`config.mk`:
```
export PLATFORM = sky130hd
export DESIGN_NAME = sync_fifo_param
export DESIGN_NICKNAME = d
export VERILOG_FILES = /design/src/rtl/sync_fifo_pkg.sv /design/src/rtl/sync_fifo_ram.sv /design/src/rtl/sync_fifo_param.sv
export SDC_FILE = /design/constraint.sdc
export NUM_CORES = 1
export LEC_CHECK = 0
export ABC_CLOCK_PERIOD_IN_PS = 8630
export CAP_MARGIN = 0
export CORE_MARGIN = 5
export CORE_UTILIZATION = 43
export DETAILED_ROUTE_END_ITERATION = 10
export PLACE_DENSITY_LB_ADDON = 0.12
export SETUP_SLACK_MARGIN = 0.5
export SYNTH_ARGS = -nofsm -noshare
export SYNTH_HDL_FRONTEND = slang
export SYNTH_SLANG_ARGS = --single-unit
```
`constraint.sdc`:
```
create_clock -name clk -period 8.63 [get_ports clk]
set_clock_uncertainty 0.05 [all_clocks]
set_input_delay 2.589 -clock clk [delete_from_list [all_inputs] [get_ports clk]]
set_output_delay 2.589 -clock clk [all_outputs]
set_load 0.02 [all_outputs]
```
`src/rtl/sync_fifo_pkg.sv`:
```
// Shared constants and helpers for the parametrised synchronous FIFO.
// Count-update encodings match the {write_accepted, read_accepted} pair.
package sync_fifo_pkg;

   localparam logic [1:0] CNT_HOLD = 2'b00;
   localparam logic [1:0] CNT_INC  = 2'b10;
   localparam logic [1:0] CNT_DEC  = 2'b01;

   function automatic int clog2(input int v);
      int r;
      int x;
      r = 0;
      x = v - 1;
      while (x > 0) begin
         r++;
         x = x >> 1;
      end
      return r;
   endfunction

endpackage

```
`src/rtl/sync_fifo_ram.sv`:
```
// Storage array for sync_fifo_param: one synchronous write port and one
// read port, registered by default or combinational with SYNC_FIFO_FWFT_EN.
module sync_fifo_ram #(
   parameter int DATA_W = 8,
   parameter int AW     = 4
) (
   input  logic              clk,
   input  logic              we,
   input  logic [AW-1:0]     waddr,
   input  logic [DATA_W-1:0] wdata,
   input  logic              re,
   input  logic              rclr,
   input  logic [AW-1:0]     raddr,
   output logic [DATA_W-1:0] rdata
);

   logic [DATA_W-1:0] mem_q [2**AW];

   // Contents are never reset; only written on accepted writes.
   always_ff @(posedge clk) begin
      if (we) mem_q[waddr] <= wdata;
   end

`ifdef SYNC_FIFO_FWFT_EN
   logic unused_rd;
   assign unused_rd = re | rclr;
   assign rdata     = mem_q[raddr];
`else
   logic [DATA_W-1:0] rdata_q;

   // Read register: cleared by reset/flush, holds when no read is accepted.
   always_ff @(posedge clk) begin
      if (rclr)    rdata_q <= '0;
      else if (re) rdata_q <= mem_q[raddr];
   end

   assign rdata = rdata_q;
`endif

endmodule

```
`src/rtl/sync_fifo_param.sv`:
```
// Parametrised single-clock FIFO with level flags, sticky errors and flush.
// Optional first-word-fall-through read path: define SYNC_FIFO_FWFT_EN.
module sync_fifo_param
   import sync_fifo_pkg::*;
#(
   parameter  int DATA_W   = 8,
   parameter  int DEPTH    = 16,
   parameter  int AF_LEVEL = DEPTH - 2,
   parameter  int AE_LEVEL = 2,
   localparam int CNT_W    = clog2(DEPTH) + 1
) (
   input  logic              clk,
   input  logic              reset_n,
   input  logic              w_en,
   input  logic [DATA_W-1:0] w_data,
   input  logic              r_en,
   output logic [DATA_W-1:0] r_data,
   input  logic              flush,
   input  logic              clr_err,
   output logic              full,
   output logic              empty,
   output logic              almost_full,
   output logic              almost_empty,
   output logic [CNT_W-1:0]  count,
   output logic              overflow,
   output logic              underflow
);

   localparam int AW = clog2(DEPTH);
   localparam logic [CNT_W-1:0] ONE   = CNT_W'(1);
   localparam logic [CNT_W-1:0] FULLC = CNT_W'(DEPTH);
   localparam logic [CNT_W-1:0] AF_L  = CNT_W'(AF_LEVEL);
   localparam logic [CNT_W-1:0] AE_L  = CNT_W'(AE_LEVEL);

   logic [CNT_W-1:0]  w_ptr_q, w_ptr_d;
   logic [CNT_W-1:0]  r_ptr_q, r_ptr_d;
   logic [CNT_W-1:0]  cnt_q, cnt_d;
   logic              ovf_q, ovf_d;
   logic              udf_q, udf_d;
   logic              wa, ra;
   logic              ram_we, ram_re, ram_clr;
   logic [DATA_W-1:0] ram_rd;

   assign full         = (cnt_q == FULLC);
   assign empty        = (cnt_q == '0);
   assign almost_full  = (cnt_q >= AF_L);
   assign almost_empty = (cnt_q <= AE_L);
   assign count        = cnt_q;
   assign overflow     = ovf_q;
   assign underflow    = udf_q;

   assign wa      = w_en & ~full;
   assign ra      = r_en & ~empty;
   assign ram_we  = wa & reset_n & ~flush;
   assign ram_re  = ra & reset_n & ~flush;
   assign ram_clr = ~reset_n | flush;

   // Next-state for pointers, occupancy and sticky errors (flush over normal).
   always_comb begin
      w_ptr_d = w_ptr_q;
      r_ptr_d = r_ptr_q;
      cnt_d   = cnt_q;
      ovf_d   = ovf_q;
      udf_d   = udf_q;
      if (flush) begin
         w_ptr_d = '0;
         r_ptr_d = '0;
         cnt_d   = '0;
      end else begin
         if (wa) w_ptr_d = w_ptr_q + ONE;
         if (ra) r_ptr_d = r_ptr_q + ONE;
         case ({wa, ra})
            CNT_INC:  cnt_d = cnt_q + ONE;
            CNT_DEC:  cnt_d = cnt_q - ONE;
            CNT_HOLD: cnt_d = cnt_q;
            default:  cnt_d = cnt_q;
         endcase
         ovf_d = (ovf_q & ~clr_err) | (w_en & full);
         udf_d = (udf_q & ~clr_err) | (r_en & empty);
      end
   end

   // State register with synchronous active-low reset.
   always_ff @(posedge clk) begin
      if (!reset_n) begin
         w_ptr_q <= '0;
         r_ptr_q <= '0;
         cnt_q   <= '0;
         ovf_q   <= 1'b0;
         udf_q   <= 1'b0;
      end else begin
         w_ptr_q <= w_ptr_d;
         r_ptr_q <= r_ptr_d;
         cnt_q   <= cnt_d;
         ovf_q   <= ovf_d;
         udf_q   <= udf_d;
      end
   end

   sync_fifo_ram #(
      .DATA_W (DATA_W),
      .AW     (AW)
   ) u_ram (
      .clk   (clk),
      .we    (ram_we),
      .waddr (w_ptr_q[AW-1:0]),
      .wdata (w_data),
      .re    (ram_re),
      .rclr  (ram_clr),
      .raddr (r_ptr_q[AW-1:0]),
      .rdata (ram_rd)
   );

`ifdef SYNC_FIFO_FWFT_EN
   assign r_data = empty ? '0 : ram_rd;
`else
   assign r_data = ram_rd;
`endif

endmodule
```
After elaboration in Yosys (flattened, before gate mapping)
Memories as Yosys holds them, arrays and structs flattened. A register that Yosys moved wholly into a read port is not among the register bits.
Cells that the tools add are included.
{"block": "word_totals", "reg_bits": 17, "ram_bits": 128, "input_bits": 14, "elab_cells": 39, "memories": 1}
{"name": "u_ram.mem_q", "words": 16, "width": 8, "rd": 1, "rd_ports_with_merged_regs": 1, "write_ports": 1, "line": "sync_fifo_ram.sv:17", "rtl": "logic [DATA_W-1:0] mem_q [2**AW];"}
{"block": "classes", "addsub": 4, "magnitude_cmp": 2, "eq_ne": 3, "mux": 3, "bitwise": 18, "reduce_logical": 3}
{"op": "$add A5 B1 Y5 const B", "count": 3}
{"op": "$and A1 B1 Y1", "count": 10}
{"op": "$pmux W5 S2", "count": 1}
{"op": "$eq A5 B5 Y1 const B", "count": 1}
{"op": "$ge A5 B4 Y1 const B", "count": 1}
{"op": "$le A5 B2 Y1 const B", "count": 1}
{"op": "$logic_not A5 Y1", "count": 1}
{"op": "$not A1 Y1", "count": 5}
{"op": "$sub A5 B1 Y5 const B", "count": 1}
{"op": "$or A1 B1 Y1", "count": 3}
{"op": "$eq A2 B1 Y1 const B", "count": 1}
{"op": "$eq A2 B2 Y1 const B", "count": 1}
{"op": "$mux W1", "count": 2}
{"op": "$reduce_bool A2 Y1", "count": 1}
{"op": "$reduce_or A2 Y1", "count": 1}

Depth between registers and ports, before layout
Gate-level depths: netlist of run 1.
{"block": "depth", "ltp_word": 7, "ltp_mapped": 11, "depth_no_buf": 11}

Hierarchy
From an unflattened synthesis of run 1, not the netlist that was laid out.
{"block": "unflattened", "hier_cells": 421, "hier_area_um2": 6243.5}
{"module": "sync_fifo_ram", "instances": 1, "cells_per_inst": 316, "area_each_um2": 5343.9, "seq_area_each_um2": 4003.8}
{"module": "sync_fifo_param", "instances": 1, "cells_per_inst": 105, "area_each_um2": 899.6, "seq_area_each_um2": 300.3}

Worst setup path after synthesis of run 1
Ideal clock, no wire load.
{"block": "synth_timing", "path_kind": "input to register", "startpoint": "in w_en", "endpoint": "reg cnt_q[4], in the netlist count[4]", "arrival_time_ns": 4.477, "t_required_ns": 8.462, "slack_ns": 3.985, "path_stages": 10, "path_cell_list": "a21boi_2 -> inv_1 -> ha_1 -> xor2_1 -> ha_1 -> a211o_1 -> a211o_1 -> a31oi_1 -> xnor2_1 -> nor2_1"}
{"block": "synth_via", "elab_chain_len": 3, "elab_cells_between_ends": 5}
{"element": "from (decl)", "line": "sync_fifo_param.sv:14", "rtl": "input logic w_en,"}
{"element": "$and A1 B1 Y1 *", "line": "sync_fifo_param.sv:52", "rtl": "assign wa = w_en & ~full;"}
{"element": "$eq A2 B1 Y1 or $eq A2 B2 Y1 (tied branches)", "line": "sync_fifo_param.sv:72", "rtl": "case ({wa, ra})"}
{"element": "$pmux W5 S2 or $reduce_bool A2 Y1 (tied branches)"}
{"element": "to (signal assigned)", "line": "sync_fifo_param.sv:94", "rtl": "cnt_q <= cnt_d;"}
{"element": "to (decl)", "line": "sync_fifo_param.sv:37", "rtl": "logic [CNT_W-1:0] cnt_q, cnt_d;"}
Mark *: on every way between the ends. The rest lies on a longest branch, timed or not.
A chain may end at the register's enable or synchronous reset.

Worst setup path in the final report of run 1
Same ends and word-level chain as after synthesis.

==> metrics.log, run 1 <==
INFO  metric grt_pass1_wl = around 19000 um
INFO  metric avgRoutedWirePerCell = a little over 20 um
INFO  metric slew-limit-headroom = roughly 36%
INFO  metric fp.dieH = about 130 um
INFO  metric critical_path.cell_chain = clkdlybuf4s50_1, a21boi_2, inv_1, ha_1, xor2_1, ha_1, a211o_1, a211o_1, a31oi_1, xnor2_1, nor2_1
INFO  metric timing.critical_path.arrival = between 5 and 6 ns
INFO  metric timing.hold.worst.start = underflow
INFO  metric standby_leakage_power = ~2.2 nW
INFO  metric ir_drop = between 0.1 and 0.15 mV
INFO  metric cts.reportedPaths.clkPinSlew = ~0.060 ns
INFO  metric syn-instance-count = roughly 390
INFO  metric cts_setup_buffers = 0
INFO  metric synthesis.nets = roughly 410
INFO  metric fp.dieArea = between 15000 and 20000 sq um
INFO  metric final.setup.worst_slack = 3.685 ns
INFO  metric post-dp-hpwl = ~8200 um
INFO  metric gp_congestion = roughly 0.8
INFO  metric grt_start_max_net_pins = 57
INFO  metric asyncSetResetFlopFracSynth = 0%
INFO  metric crit_path_end_kind = flip-flop
INFO  metric syn-mean-instance-area = between 15 and 20 sq um
INFO  metric cp_startpoint = w_en
INFO  metric fin_crit_sh = between 50% and 60%
INFO  metric final_report_setup_violation_count = 0
INFO  metric fill_cell_instance_count_of_the_final_layout = between 1000 and 1500
INFO  metric syn_to_final_growth = 17.60%
INFO  metric clock_tree_from_tritoncts = yes
INFO  metric antenna_left = 0
INFO  metric cts_resized = 0
INFO  metric status = complete, no violations
INFO  metric drt_first_pass_iters = 4
INFO  metric multi_input_comb_area = 1647 sq um
INFO  metric pin_count = 33
INFO  metric timing.critical_path.required = 8.87 ns
INFO  metric post_synth_instance_area = roughly 6100 sq um
INFO  metric port_buffers = 32
INFO  metric number_of_buffers_added_by_the_clock_tree_synthesis_step = 17
INFO  metric grt_pass1_vias = ~3300
INFO  metric critical-path-top-delay-family = compound AO/OA/AOI/OAI gates
INFO  metric worst_hold_path_type = reg2reg
INFO  metric total_vias_in_the_final_route = between 3000 and 4000
INFO  metric timing.final.crit_period = approximately 5 ns
INFO  metric fp-row-count = 43
INFO  metric cts_root_buf = clkbuf_16
INFO  metric fin_tns_setup = 0 ns
INFO  metric timing_worst_setup_path_type = in2reg
INFO  metric unrepaired_setup_endpoints_after_global_routing = no
INFO  metric upper_clock_frequency_limit = roughly 0.20 GHz
INFO  metric grt_usage = between 10% and 20%
INFO  metric yosys_most_used_dff = edfxtp_1
INFO  metric core-area = between 10000 and 15000 sq um
INFO  metric drt_first_iter_violations = approximately 230
INFO  metric worstPathMaxFanout = 9
INFO  metric timing_hold_violations_final = 0
INFO  metric worst_r2r_startpoint = count[1]
INFO  metric critical_path.max_stage_delay = around 0.50 ns
INFO  metric maxCapViolations = 0
INFO  metric synth_edf_count = 128
INFO  metric antenna_violations_before_repair = 0
INFO  metric layout_cell_share_with_drive_strength_beyond_1 = 10.78%
INFO  metric synth_largest_type_area_fraction = 63.30%
INFO  metric register_area = roughly 4300 sq um
INFO  metric global_route.overflow_total = 0
INFO  metric synth_seq_cells = ~150
INFO  metric clkLatencyLatePin = roughly 0.42 ns
INFO  metric clkSinkCount = 151
INFO  metric ys_types = 39
INFO  metric ys_top_cells_by_area = edfxtp_1 (63%), dfxtp_1 (7.6%), mux2i_1 (7.3%), mux4_2 (4.1%), o22ai_1 (2.3%)
INFO  metric chipWidth = around 130 um
INFO  metric synth_warnings = 0
INFO  metric cts_hold_repair.buffers = 0
INFO  metric vias_per_cell = between 5 and 6
INFO  metric number_of_buffers_and_inverters_on_the_critical_path = 2
INFO  metric netlist.top_cell.by_area = edfxtp_1
INFO  metric wirelength = around 13000 um
INFO  metric finish.net_count = between 400 and 500
INFO  metric max_slew.worst_pin.slew = ~0.96 ns
INFO  metric power.density = roughly 220 nW/um^2
INFO  metric preCtsSetupSlack = between 3 and 4 ns
INFO  metric crit_slowest_cell = clkdlybuf4s50_1
INFO  metric cts.path.max_buffers = 2
INFO  metric final_antenna_diode_count = 0
INFO  metric h-tree-depth = 4
INFO  metric critical_path.startpoint_type = input pin
INFO  metric fraction_of_the_yosys_area_taken_by_sequential_cells = ~71%
INFO  metric remaining_drc_errors = 0
INFO  metric starting_density = roughly 44%
INFO  metric report.final.slew_viol_count = 0
sequential cells by signal, summed over array words and instances (netlist names):
signal,flops
u_ram.mem_q,128
r_ptr_q,4
underflow,1
count,5
u_ram.rdata,8
w_ptr_q,4
overflow,1
synthesized netlist by cell type (all sizes together) (2+ instances only):
library cell  instances
or3                   3
nor3                  5
xor2                  6
o21ai                 9
nand4                 2
or4                   2
nand2                14
inv                   5
a31oi                 9
mux4                 11
a22oi                 4
edfxtp              128
buf                  15
dfxtp                23
nor2                 36
xnor2                 4
nand3                 5
a32oi                 2
nand3b                3
clkbuf                4
a211o                 2
a21boi                2
ha                    9
mux2i                44
nand2b                3
o22ai                22
nor2b                 5
a21oi                 4
kinds of logic after synthesis:
family | Yosys count | share of synthesized area (%)
buf+inv | 24 | 1.999
fa+ha+maj | 9 | 1.855
flops | 151 | 70.88
compound gates | 57 | 6.058
simple gates | 82 | 6.429
xor+xnor | 10 | 1.442
mux | 55 | 11.33
per-layer routing:
layer  global-route usage (%)  up-vias  part of all wire, %
met5                        0        -                    0
met4                    5.559        0                  1.1
met3                    4.193       11                  4.8
met2                    25.76       77                   49
met1                    21.13     1685                   45
li1                         -     1581                    -
metrics by stage:
step	instance area, sq um	cells	hold WS, ns	util [%]	power, W
6_report	7141	616	0.4775	51.44	0.001606
5_1_grt	7141	616	0.5226	51.44	0.001658
4_1_cts	7141	616	0.4845	51.44	0.001622
3_5_place_dp	6539	584	0.4637	47.11	0.0008764
3_3_place_gp	6539	584	0.4757	47.11	0.0008755
2_1_floorplan	6072	388	0.4870	-	0.0008439
path summary, 6_finish.rpt:
kind | endpoint | cells past startpoint | slack [ns]
worst max register to register | count[4] | 11 | 5.57
worst min register to register | underflow | 2 | 0.48
worst min-delay path | underflow | 2 | 0.48
worst max-delay path | count[4] | 11 | 3.69
worst min-delay path, stage by stage, from the launching register on:
cell and delay [ns]:
dfxtp_1 0.33, a32oi_1 0.06, nor2b_1 0.10
report_power, final:
group          internal, W  switching [W]  total (W)  leakage [nW]
clock network     0.000457       0.000290   0.000746         0.281
registers         0.000795     0.00000367   0.000799          1.34
logic            0.0000232      0.0000379  0.0000611         0.599
total              0.00127       0.000331    0.00161          2.22
final cells by class:
class | count | area share [%]
clock inverter | 14 | 2.418
multi-input combinational | 213 | 23.06
sequential | 151 | 60.29
tap | 180 | 3.154
inverter | 5 | 0.2628
timing repair buffer | 35 | 4.801
clock buffer | 18 | 6.010
cell usage in the layout, fill, tap and decap left out, drive strengths merged, types with 4 or more instances in the layout:
cell and count:
edfxtp 128, mux2i 44, nor2 36, clkdlybuf4s50 32
dfxtp 23, o22ai 22, clkbuf 18, nand2 14
mux4 11, o21ai 9, a31oi 9, ha 9
inv 9, xor2 6, nor2b 5, nand3 5
nor3 5, xnor2 4, a22oi 4, a21oi 4
clkinvlp 4
No activity file was read; power rests on OpenSTA's default activity.
==> run 2: changes to the inputs <==
- ABC_CLOCK_PERIOD_IN_PS: 8630 -> 4550
- clock period: 8.63 -> 4.55 ns (I/O delays scaled with it)
==> metrics.log, run 2 (synthesis results as in run 1) <==
INFO  metric status = complete, no violations
INFO  metric cts_setup_buffers = 0
INFO  metric fin_hold_ws = about 0.48 ns
INFO  metric crit_path_end_kind = output port
INFO  metric gp_congestion = between 0.8 and 0.9
INFO  metric core-area = 13880 sq um
INFO  metric global_route.overflow_total = 0
INFO  metric fin_tns_setup = 0 ns
INFO  metric cts_hold_repair.buffers = 0
INFO  metric upper_clock_frequency_limit = 0.2790 GHz
INFO  metric timing_worst_setup_path_type = reg2out
INFO  metric number_of_buffers_added_by_the_clock_tree_synthesis_step = 17
INFO  metric maxCapViolations = 0
INFO  metric fp.dieArea = ~17000 sq um
INFO  metric h-tree-depth = 4
INFO  metric critical_path.max_stage_delay = between 0.6 and 0.7 ns
INFO  metric critical_path.cell_chain = or4_1, nor2_1, clkdlybuf4s50_1
INFO  metric cts.reportedPaths.clkPinSlew = around 0.060 ns
INFO  metric finish.net_count = 450
INFO  metric timing.final.crit_period = approximately 3.6 ns
INFO  metric final_antenna_diode_count = 0
INFO  metric port_buffers = 32
INFO  metric antenna_left = 0
INFO  metric drt_first_iter_violations = 248
INFO  metric most-common-layout-cells = edfxtp_1 (128), mux2i_1 (44), nor2_1 (36), clkdlybuf4s50_1 (32)
INFO  metric starting_density = a little over two fifths
INFO  metric fill_cell_instance_count_of_the_final_layout = between 1000 and 1500
INFO  metric total_vias_in_the_final_route = between 3000 and 4000
INFO  metric layout.cells.most_common = edfxtp_1
INFO  metric drt_first_pass_iters = 4
INFO  metric slew-limit-headroom = between 40 and 50%
INFO  metric cts.path.max_buffers = 2
INFO  metric timing.critical_path.arrival = about 2.2 ns
INFO  metric final_report_setup_violation_count = 0
INFO  metric finish.utilization = approximately half
INFO  metric syn_to_final_growth = 17.60%
INFO  metric number_of_buffers_and_inverters_on_the_critical_path = 1
INFO  metric ir_drop = approximately 0.26 mV
INFO  metric critical-path-top-delay-family = simple AND/OR/NAND/NOR gates
INFO  metric netSwitchingFraction = a little over a fifth
INFO  metric layout_cell_share_with_drive_strength_beyond_1 = a little under an eighth
INFO  metric clock_power_share = ~45%
INFO  metric grt_start_max_net_pins = 29
INFO  metric worstPathMaxFanout = 12
INFO  metric critical_path.startpoint_type = flip-flop
INFO  metric standby_leakage_power = 2.228 nW
INFO  metric worst_hold_path_type = reg2reg
INFO  metric avgRoutedWirePerCell = between 20 and 25 um
INFO  metric power.density = between 400 and 500 nW/um^2
INFO  metric pwr-share-seq = approximately half
INFO  metric switch_pwr = around 0.00065 W
INFO  metric fin_crit_sh = approximately four fifths
INFO  metric fp-row-count = 43
INFO  metric finalPower = 0.002963 W
INFO  metric largest_reg_flops = 128
INFO  metric timing_hold_violations_final = 0
INFO  metric timing.critical_path.required = ~3.1 ns
INFO  metric vias_per_cell = between 5 and 6
INFO  metric remaining_drc_errors = 0
INFO  metric stdcell_area = approximately 7100 sq um
INFO  metric clkSinkCount = 151
INFO  metric antenna_violations_before_repair = 0
INFO  metric largest-register = u_ram.mem_q
INFO  metric relative_contribution_of_combinational_cells_to_total_power = under 10%
INFO  metric grt_usage = between 10% and 20%
INFO  metric cts_resized = 0
INFO  metric max_slew.worst_pin.slew = 0.8935 ns
INFO  metric placement.cell_area = 6569 sq um
INFO  metric grt_pass1_vias = ~3400
INFO  metric clkLatencyLatePin = 0.41 ns
INFO  metric chipWidth = 128.8 um
INFO  metric report.final.slew_viol_count = 0
INFO  metric unrepaired_setup_endpoints_after_global_routing = no
INFO  metric cts_root_buf = clkbuf_16
INFO  metric p_int = 0.002317 W
INFO  metric clock_tree_from_tritoncts = yes
INFO  metric wirelength = approximately 13000 um
INFO  metric pin_count = 33
INFO  metric post-dp-hpwl = 8400 um
INFO  metric grt_pass1_wl = about 20000 um
INFO  metric crit_slowest_cell = clkdlybuf4s50_1
INFO  metric fp.dieH = 128.8 um
-- run 2: cell types whose count changed in the layout (fill, tap and decap cells not counted) --
cell | previous run | this run
bufinv_16 | 3 | 1
inv_8 | 0 | 1
clkinvlp_4 | 4 | 3
clkinv_4 | 1 | 5
clkinv_2 | 1 | 0
clkbuf_1 | 1 | 0
buf_4 | 3 | 7
-- run 2: layout make-up --
type / instances / area, sq um / area share, %
sequential: 151 / 4305 / 60.29
multi-input combinational: 213 / 1647 / 23.06
clock buffer: 17 / 425.4 / 5.958
timing repair buffer: 39 / 372.9 / 5.222
tap: 180 / 225.2 / 3.154
clock inverter: 15 / 146.4 / 2.050
inverter: 5 / 18.77 / 0.2628
-- run 2: power by group through the flow --
stage / clock [W] / sequential [W] / combinational (W)
after floorplan: 0 / 0.00155 / 0.0000536
after global placement: 0 / 0.00155 / 0.000115
after CTS: 0.00136 / 0.00152 / 0.000118
final: 0.00133 / 0.00152 / 0.000115
after detailed placement: 0 / 0.00155 / 0.000118
after global routing: 0.00143 / 0.00152 / 0.000126
-- run 2: worst paths after layout --
path         startpoint  endpoint  slack, ns  depth (start not counted)
max            count[1]      full       0.97                          3
max reg2reg    count[1]  count[4]       1.61                         12
min            overflow  overflow       0.48                          2
min reg2reg    overflow  overflow       0.48                          2
-- run 2: routing by layer --
layer	wire, um	vias to the layer above	share of wire [%]	track usage (%)
met5	0	-	0	0
met1	5724	1688	45	21.92
met3	555	15	4.4	3.861
met2	6140	73	49	26.01
li1	-	1599	-	-
met4	201	0	1.6	5.930
-- run 2: stage by stage --
stage / cells / setup slack [ns]
2_1_floorplan: 388 / 1.129
3_3_place_gp: 588 / 0.5953
4_1_cts: 620 / 0.9391
5_1_grt: 620 / 0.8583
6_report: 620 / 0.9662
3_5_place_dp: 588 / 0.5587
-- run 2: worst reg2reg max path: stages, from the launching register on --
cell	delay (ns)
dfxtp_1	0.43
nor4_1	0.47
a21boi_2	0.10
buf_4	0.18
inv_1	0.08
ha_1	0.29
xor2_1	0.11
ha_1	0.23
a211o_1	0.27
a211o_1	0.30
a31oi_1	0.16
xnor2_1	0.13
nor2_1	0.05
